**src/rtl/lapido_pkg.sv**
```systemverilog
// Shared encodings for the Lapido phase sequencer: phase states, opcode
// fields and the instruction class enumeration.
package lapido_pkg;

  typedef enum logic [2:0] {
    IDLE      = 3'd0,
    FETCH     = 3'd1,
    DECODE    = 3'd2,
    EXECUTE   = 3'd3,
    MEMORY    = 3'd4,
    WRITEBACK = 3'd5,
    TRAP      = 3'd6
  } phaseState;

  // instruction[31:29]
  localparam logic [2:0] CODE_ALU    = 3'b001;
  localparam logic [2:0] CODE_MEM    = 3'b100;
  localparam logic [2:0] CODE_LIT    = 3'b010;
  localparam logic [2:0] CODE_NOP    = 3'b000;
  localparam logic [2:0] CODE_BRANCH = 3'b101;

  // instruction[28:26] for branches, instruction[25:24] for LOADLIT
  localparam logic [2:0] SUB_BEQ     = 3'b001;
  localparam logic [2:0] SUB_BNE     = 3'b010;
  localparam logic [1:0] SUB_LOADLIT = 2'b10;

  typedef enum logic [2:0] {
    CLS_NOP     = 3'd0,
    CLS_ALU     = 3'd1,
    CLS_MEM     = 3'd2,
    CLS_LOADLIT = 3'd3,
    CLS_BEQ     = 3'd4,
    CLS_BNE     = 3'd5,
    CLS_UNKNOWN = 3'd6
  } opClass;

endpackage

```
**src/rtl/phase_sequencer_opclass_decode.sv**
```systemverilog
// Combinational classifier: top opcode byte (instruction[31:24]) to an
// instruction class plus the load/store selector for memory operations.
module opclass_decode
  import lapido_pkg::*;
(
  input  logic [7:0] opcode,
  output logic [2:0] classCode,
  output logic       isStore
);

  opClass decodedClass;

  always_comb begin
    decodedClass = CLS_UNKNOWN;
    case (opcode[7:5])
      CODE_NOP: decodedClass = CLS_NOP;
      CODE_ALU: decodedClass = CLS_ALU;
      CODE_MEM: decodedClass = CLS_MEM;
      CODE_LIT: begin
        if (opcode[1:0] == SUB_LOADLIT) decodedClass = CLS_LOADLIT;
      end
      CODE_BRANCH: begin
        if (opcode[4:2] == SUB_BEQ)      decodedClass = CLS_BEQ;
        else if (opcode[4:2] == SUB_BNE) decodedClass = CLS_BNE;
      end
      default: decodedClass = CLS_UNKNOWN;
    endcase
  end

  assign classCode = decodedClass;
  assign isStore   = (opcode[7:5] == CODE_MEM) && opcode[0];

endmodule

```
**src/rtl/phase_sequencer.sv**
```systemverilog
// Multi-cycle FETCH/DECODE/EXECUTE/MEMORY/WRITEBACK sequencer with a shared
// memory-ready handshake, wait timeout into a sticky TRAP, and retire counter.
module phase_sequencer
  import lapido_pkg::*;
#(
  parameter int MEM_TIMEOUT = 15,
  parameter int RETIRE_W    = 16
) (
  input  logic                clock,
  input  logic                reset,
  input  logic                run,
  input  logic [31:0]         instruction,
  input  logic                mem_ready,
  input  logic                branch_cond,
  output logic                imem_read_n,
  output logic                dmem_read_n,
  output logic                dmem_write_n,
  output logic                ir_load,
  output logic                decode_strobe,
  output logic                reg_write,
  output logic                pc_enable,
  output logic                pc_select,
  output logic                trap,
  output logic [2:0]          state,
  output logic [RETIRE_W-1:0] retired
);

  localparam int WAIT_W = $clog2(MEM_TIMEOUT + 1);
  // Last allowed wait: one more cycle without ready would be the MEM_TIMEOUT-th miss.
  localparam logic [WAIT_W-1:0] WAIT_LAST = WAIT_W'(MEM_TIMEOUT - 1);

  phaseState           stateReg, stateNext;
  logic [WAIT_W-1:0]   waitReg, waitNext;
  opClass              classReg, classNext;
  logic                storeReg, storeNext;
  logic [RETIRE_W-1:0] retiredReg;

  logic [2:0] decodedBits;
  logic       decodedStore;
  opClass     decodedClass;
  logic       unusedInstrBits;

  opclass_decode opclassDecode (
    .opcode    (instruction[31:24]),
    .classCode (decodedBits),
    .isStore   (decodedStore)
  );

  assign decodedClass    = opClass'(decodedBits);
  assign unusedInstrBits = ^instruction[23:0];

  always_ff @(posedge clock) begin
    if (!reset) begin
      stateReg   <= IDLE;
      waitReg    <= '0;
      classReg   <= CLS_NOP;
      storeReg   <= 1'b0;
      retiredReg <= '0;
    end else begin
      stateReg <= stateNext;
      waitReg  <= waitNext;
      classReg <= classNext;
      storeReg <= storeNext;
      if (pc_enable) retiredReg <= retiredReg + RETIRE_W'(1);
    end
  end

  always_comb begin
    stateNext     = stateReg;
    waitNext      = '0;
    classNext     = classReg;
    storeNext     = storeReg;
    imem_read_n   = 1'b1;
    dmem_read_n   = 1'b1;
    dmem_write_n  = 1'b1;
    ir_load       = 1'b0;
    decode_strobe = 1'b0;
    reg_write     = 1'b0;
    pc_enable     = 1'b0;
    pc_select     = 1'b0;
    trap          = 1'b0;

    case (stateReg)
      IDLE: begin
        if (run) stateNext = FETCH;
      end
      FETCH: begin
        imem_read_n = 1'b0;
        if (mem_ready) begin
          ir_load   = 1'b1;
          stateNext = DECODE;
        end else if (waitReg == WAIT_LAST) begin
          stateNext = TRAP;
        end else begin
          waitNext = waitReg + WAIT_W'(1);
        end
      end
      DECODE: begin
        decode_strobe = 1'b1;
        classNext     = decodedClass;
        storeNext     = decodedStore;
        case (decodedClass)
          CLS_UNKNOWN: stateNext = TRAP;
          CLS_NOP: begin
            pc_enable = 1'b1;
            stateNext = FETCH;
          end
          default: stateNext = EXECUTE;
        endcase
      end
      EXECUTE: begin
        case (classReg)
          CLS_BEQ, CLS_BNE: begin
            pc_enable = 1'b1;
            pc_select = (classReg == CLS_BEQ) ? branch_cond : !branch_cond;
            stateNext = FETCH;
          end
          CLS_MEM:              stateNext = MEMORY;
          CLS_ALU, CLS_LOADLIT: stateNext = WRITEBACK;
          default:              stateNext = TRAP;
        endcase
      end
      MEMORY: begin
        if (storeReg) dmem_write_n = 1'b0;
        else          dmem_read_n  = 1'b0;
        if (mem_ready) begin
          if (storeReg) begin
            pc_enable = 1'b1;
            stateNext = FETCH;
          end else begin
            stateNext = WRITEBACK;
          end
        end else if (waitReg == WAIT_LAST) begin
          stateNext = TRAP;
        end else begin
          waitNext = waitReg + WAIT_W'(1);
        end
      end
      WRITEBACK: begin
        reg_write = 1'b1;
        pc_enable = 1'b1;
        stateNext = FETCH;
      end
      TRAP: begin
        trap = 1'b1;
      end
      default: stateNext = TRAP;
    endcase
  end

  assign state   = stateReg;
  assign retired = retiredReg;

endmodule

```
**config.mk**
```make
export PLATFORM = sky130hd
export DESIGN_NAME = phase_sequencer
export DESIGN_NICKNAME = d
export VERILOG_FILES = /design/src/rtl/lapido_pkg.sv /design/src/rtl/phase_sequencer_opclass_decode.sv /design/src/rtl/phase_sequencer.sv
export SDC_FILE = /design/constraint.sdc
export NUM_CORES = 1
export LEC_CHECK = 0
export ABC_CLOCK_PERIOD_IN_PS = 3060
export BUFFER_PORTS_ARGS = -buffer_cell sky130_fd_sc_hd__buf_4
export CAP_MARGIN = 15
export CELL_PAD_IN_SITES_DETAIL_PLACEMENT = 1
export CELL_PAD_IN_SITES_GLOBAL_PLACEMENT = 2
export CORE_MARGIN = 2
export CORE_UTILIZATION = 29
export CTS_CLUSTER_SIZE = 16
export DETAILED_ROUTE_END_ITERATION = 12
export GPL_ROUTABILITY_DRIVEN = 0
export PLACE_DENSITY_LB_ADDON = 0.1
export SYNTH_ARGS = -nofsm -noshare
export SYNTH_HDL_FRONTEND = slang
export SYNTH_SLANG_ARGS = --single-unit
```
**constraint.sdc**
```tcl
create_clock -name clock -period 3.06 [get_ports clock]
set_clock_uncertainty 0.2 [all_clocks]
set_input_delay 0.153 -clock clock [delete_from_list [all_inputs] [get_ports clock]]
set_output_delay 0.153 -clock clock [all_outputs]
set_load 0.05 [all_outputs]
```
==> impl_metrics.csv <==
group,metric,value,unit
floorplan,dieWidth,81.3,microns
floorplan,core-area,5850,sq um
global_routing,grt_pass1_vias,1632,
yosys,yosys.area.top_type,"dfxtp_1",
layout,syn_to_final_growth,26.0,%
layout,utilization,0.374,
floorplan,start_util,0.296,
clocking,clockBufferDepth,2,
route,ant_nets,0,
place,pre_cts_ws,0.831,ns
sta,drv_slew,0,
worst_hold_path,holdCritPathClass,"primary input to flop",
sta,rsz0062_at_grt,"no",
setup_path,setup.worst_path.class,"primary input to output pin",
global_routing,grtUsageTotal,0.153,
route,vias,1703,
yosys,syn-cell-area,1730,sq um
place,port-buffer-count,40,
yosys,avgSynthCellArea,8.34,sq um
power,intPower,499,uW
yosys,yosys.area.top_type_share,0.312,
setup_path,arrival,2.32,ns
setup_path,required,2.71,ns
setup_path,cp-end-kind,"output pin",
route,drt-initial-drc-count,78,
yosys,ys.warnings.count,0,
yosys,async_flop_share,0,
power,power_switching,225,uW
power,clockPowerShare,0.307,
sta,fin_ws,0.387,ns
yosys,syn_nets,249,
sta,max_freq,374,MHz
power,swShare,0.310,
layout,insertedDiodeCount,0,
sta,holdWs,0.0201,ns
global_routing,grt_max_degree,46,
clocking,path_clk_slew,0.10,ns
sta,final_hold_viol_count,0,
floorplan,die_h,81.3,microns
route,drt_pass1_iterations,4,
floorplan,io_pins,65,
floorplan,die-area,6610,sq um
setup_path,critical_path.max_fanout,14,
sta,fin_tns_setup,0,ns
power,combPwrFrac,0.192,
global_routing,grt_pass1_wl,8.00,mm
clocking,clock-sinks,27,
route,via_per_inst,5.29,
yosys,synth_ff_type,"dfxtp_1",
layout,final_common_cell,"buf_4",
yosys,ys_types,47,
power,peakVddDrop,0.143,mV
global_routing,grt.overflow.total,0,
sta,finalCritPeriodShare,0.874,
yosys,ys_ff_latch,27,
layout,drive_gt1_frac,0.231,
outcome,outcome,"finished clean",
power,p_leak,0.794,nW
sta,setup_violations,0,
yosys,synthCells,208,
clocking,cts_inserted_buffers,3,
run,drv_cap,0,
power,power.total,724,uW
route,wl,4.83,mm
layout,n_fill_cell,721,
sta,slew_headroom,0.552,
sta,min_period,2.67,ns
clocking,htreeDepth,1,
layout,final_cell_mix,"buf_4 (45), dfxtp_1 (27), nand2_1 (20)",
yosys,synth_edf_count,0,
clocking,root_buffer,"clkbuf_8",
route,drc,0,
clocking,cts_tree,"done",
power,seqPwrFrac,0.501,
power,p_per_area,331,nW/um^2
yosys,ys_seq_area_frac,0.312,
clocking,cts.repair.resized,0,
sta,tightest_slew,0.663,ns
place,dp.final_hpwl,3.40,mm
yosys,synthTopCellsByArea,"dfxtp_1 (31%), mux2i_1 (6.3%), nand3_1 (4.9%)",
route,wire_per_inst,15.0,microns
setup_path,crit_path_start_kind,"primary input",
layout,fin_nets,289,
global_routing,antenna_found_initial,0,
clocking,clk_latency,0.28,ns
floorplan,num_rows,28,
-- kinds of logic (layout without fill, tap and decap cells) --
group | after synthesis | in the layout | share of synthesized area
xor+xnor | 4 | 4 | 0.0202
simple gates | 94 | 94 | 0.296
compound gates | 49 | 49 | 0.233
mux | 11 | 11 | 0.0635
fa+ha+maj | 4 | 4 | 0.0289
buf+inv | 19 | 58 | 0.0469
flops | 27 | 27 | 0.312
-- layout make-up --
cell class                      instances  area [sq um]  area share
Multi-Input combinational cell        162          1110       0.509
Inverter                                6          22.5      0.0103
Tap cell                               75          93.8      0.0429
Timing Repair Buffer                   48           368       0.168
Clock buffer                            3          41.3      0.0189
Sequential cell                        27           541       0.247
Clock inverter                          1          7.51     0.00343
-- power by group through the flow --
stage	clock (mW)	sequential (mW)	combinational (mW)
5_1_grt	0.246	0.364	0.153
2_1_floorplan	0	0.383	0.0746
3_5_place_dp	0	0.371	0.138
4_1_cts	0.235	0.363	0.141
6_report	0.222	0.363	0.139
3_3_place_gp	0	0.371	0.137
-- registers in the layout (all words and copies together), names as in the netlist --
name and flops:
waitReg 4, storeReg 1, classReg 3, state 3
retired 16
-- layer usage --
metal / wire [microns] / GRT usage / share of wire
met1: 2630 / 0.232 / 0.54
met3: 142 / 0.0167 / 0.029
met2: 2030 / 0.226 / 0.42
met5: 0 / 0 / 0
met4: 32 / 0.0407 / 0.0066
-- final timing paths --
check                                      startpoint                 endpoint  slack [ns]  depth (start not counted)
worst min-delay path                              run    state[1]$_SDFFE_PN0P_        0.02                          3
worst max register to register  state[2]$_SDFFE_PN0P_  retired[9]$_SDFFE_PN0P_        0.83                          5
worst min register to register  waitReg[0]$_SDFF_PP0_    waitReg[0]$_SDFF_PP0_        0.28                          1
worst max-delay path                  instruction[30]                pc_enable        0.39                          7
-- what timing repair did --
| item | CTS | global route |
|---|---|---|
| hold buffers | 3 | 0 |
| setup buffers | 0 | 0 |
| endpoints found under the hold margin | 2 | 0 |
-- synthesized netlist by cell type, types with 2 or more instances --
| library cell | instances |
|---|---|
| nand3b_1 | 3 |
| o211ai_1 | 6 |
| mux2i_1 | 11 |
| a211o_1 | 4 |
| nand2b_1 | 13 |
| a21oi_1 | 7 |
| nand2_1 | 20 |
| buf_2 | 2 |
| and3_1 | 6 |
| and4_1 | 2 |
| inv_1 | 5 |
| or3b_2 | 2 |
| nor2b_1 | 3 |
| xnor2_1 | 3 |
| o21ai_0 | 6 |
| a21o_1 | 2 |
| a31oi_1 | 2 |
| dfxtp_1 | 27 |
| clkbuf_1 | 9 |
| a2111oi_2 | 4 |
| nand4_1 | 9 |
| ha_1 | 4 |
| a211oi_1 | 6 |
| nor2_1 | 11 |
| nand3_1 | 17 |
| or3_1 | 3 |
-- worst max-delay path: stages --
cell	delay, ns
dlygate4sd3_1	0.54
buf_4	0.16
or3_1	0.40
o32a_1	0.34
buf_4	0.27
a21oi_2	0.22
buf_4	0.24
-- per-stage QoR --
stage / cells / cell area, sq um
after detailed placement: 315 / 2110
after floorplan: 208 / 1730
after global routing: 322 / 2190
final: 322 / 2190
after global placement: 315 / 2110
after CTS: 322 / 2190
Note: power is estimated with default switching activity, not from simulation.
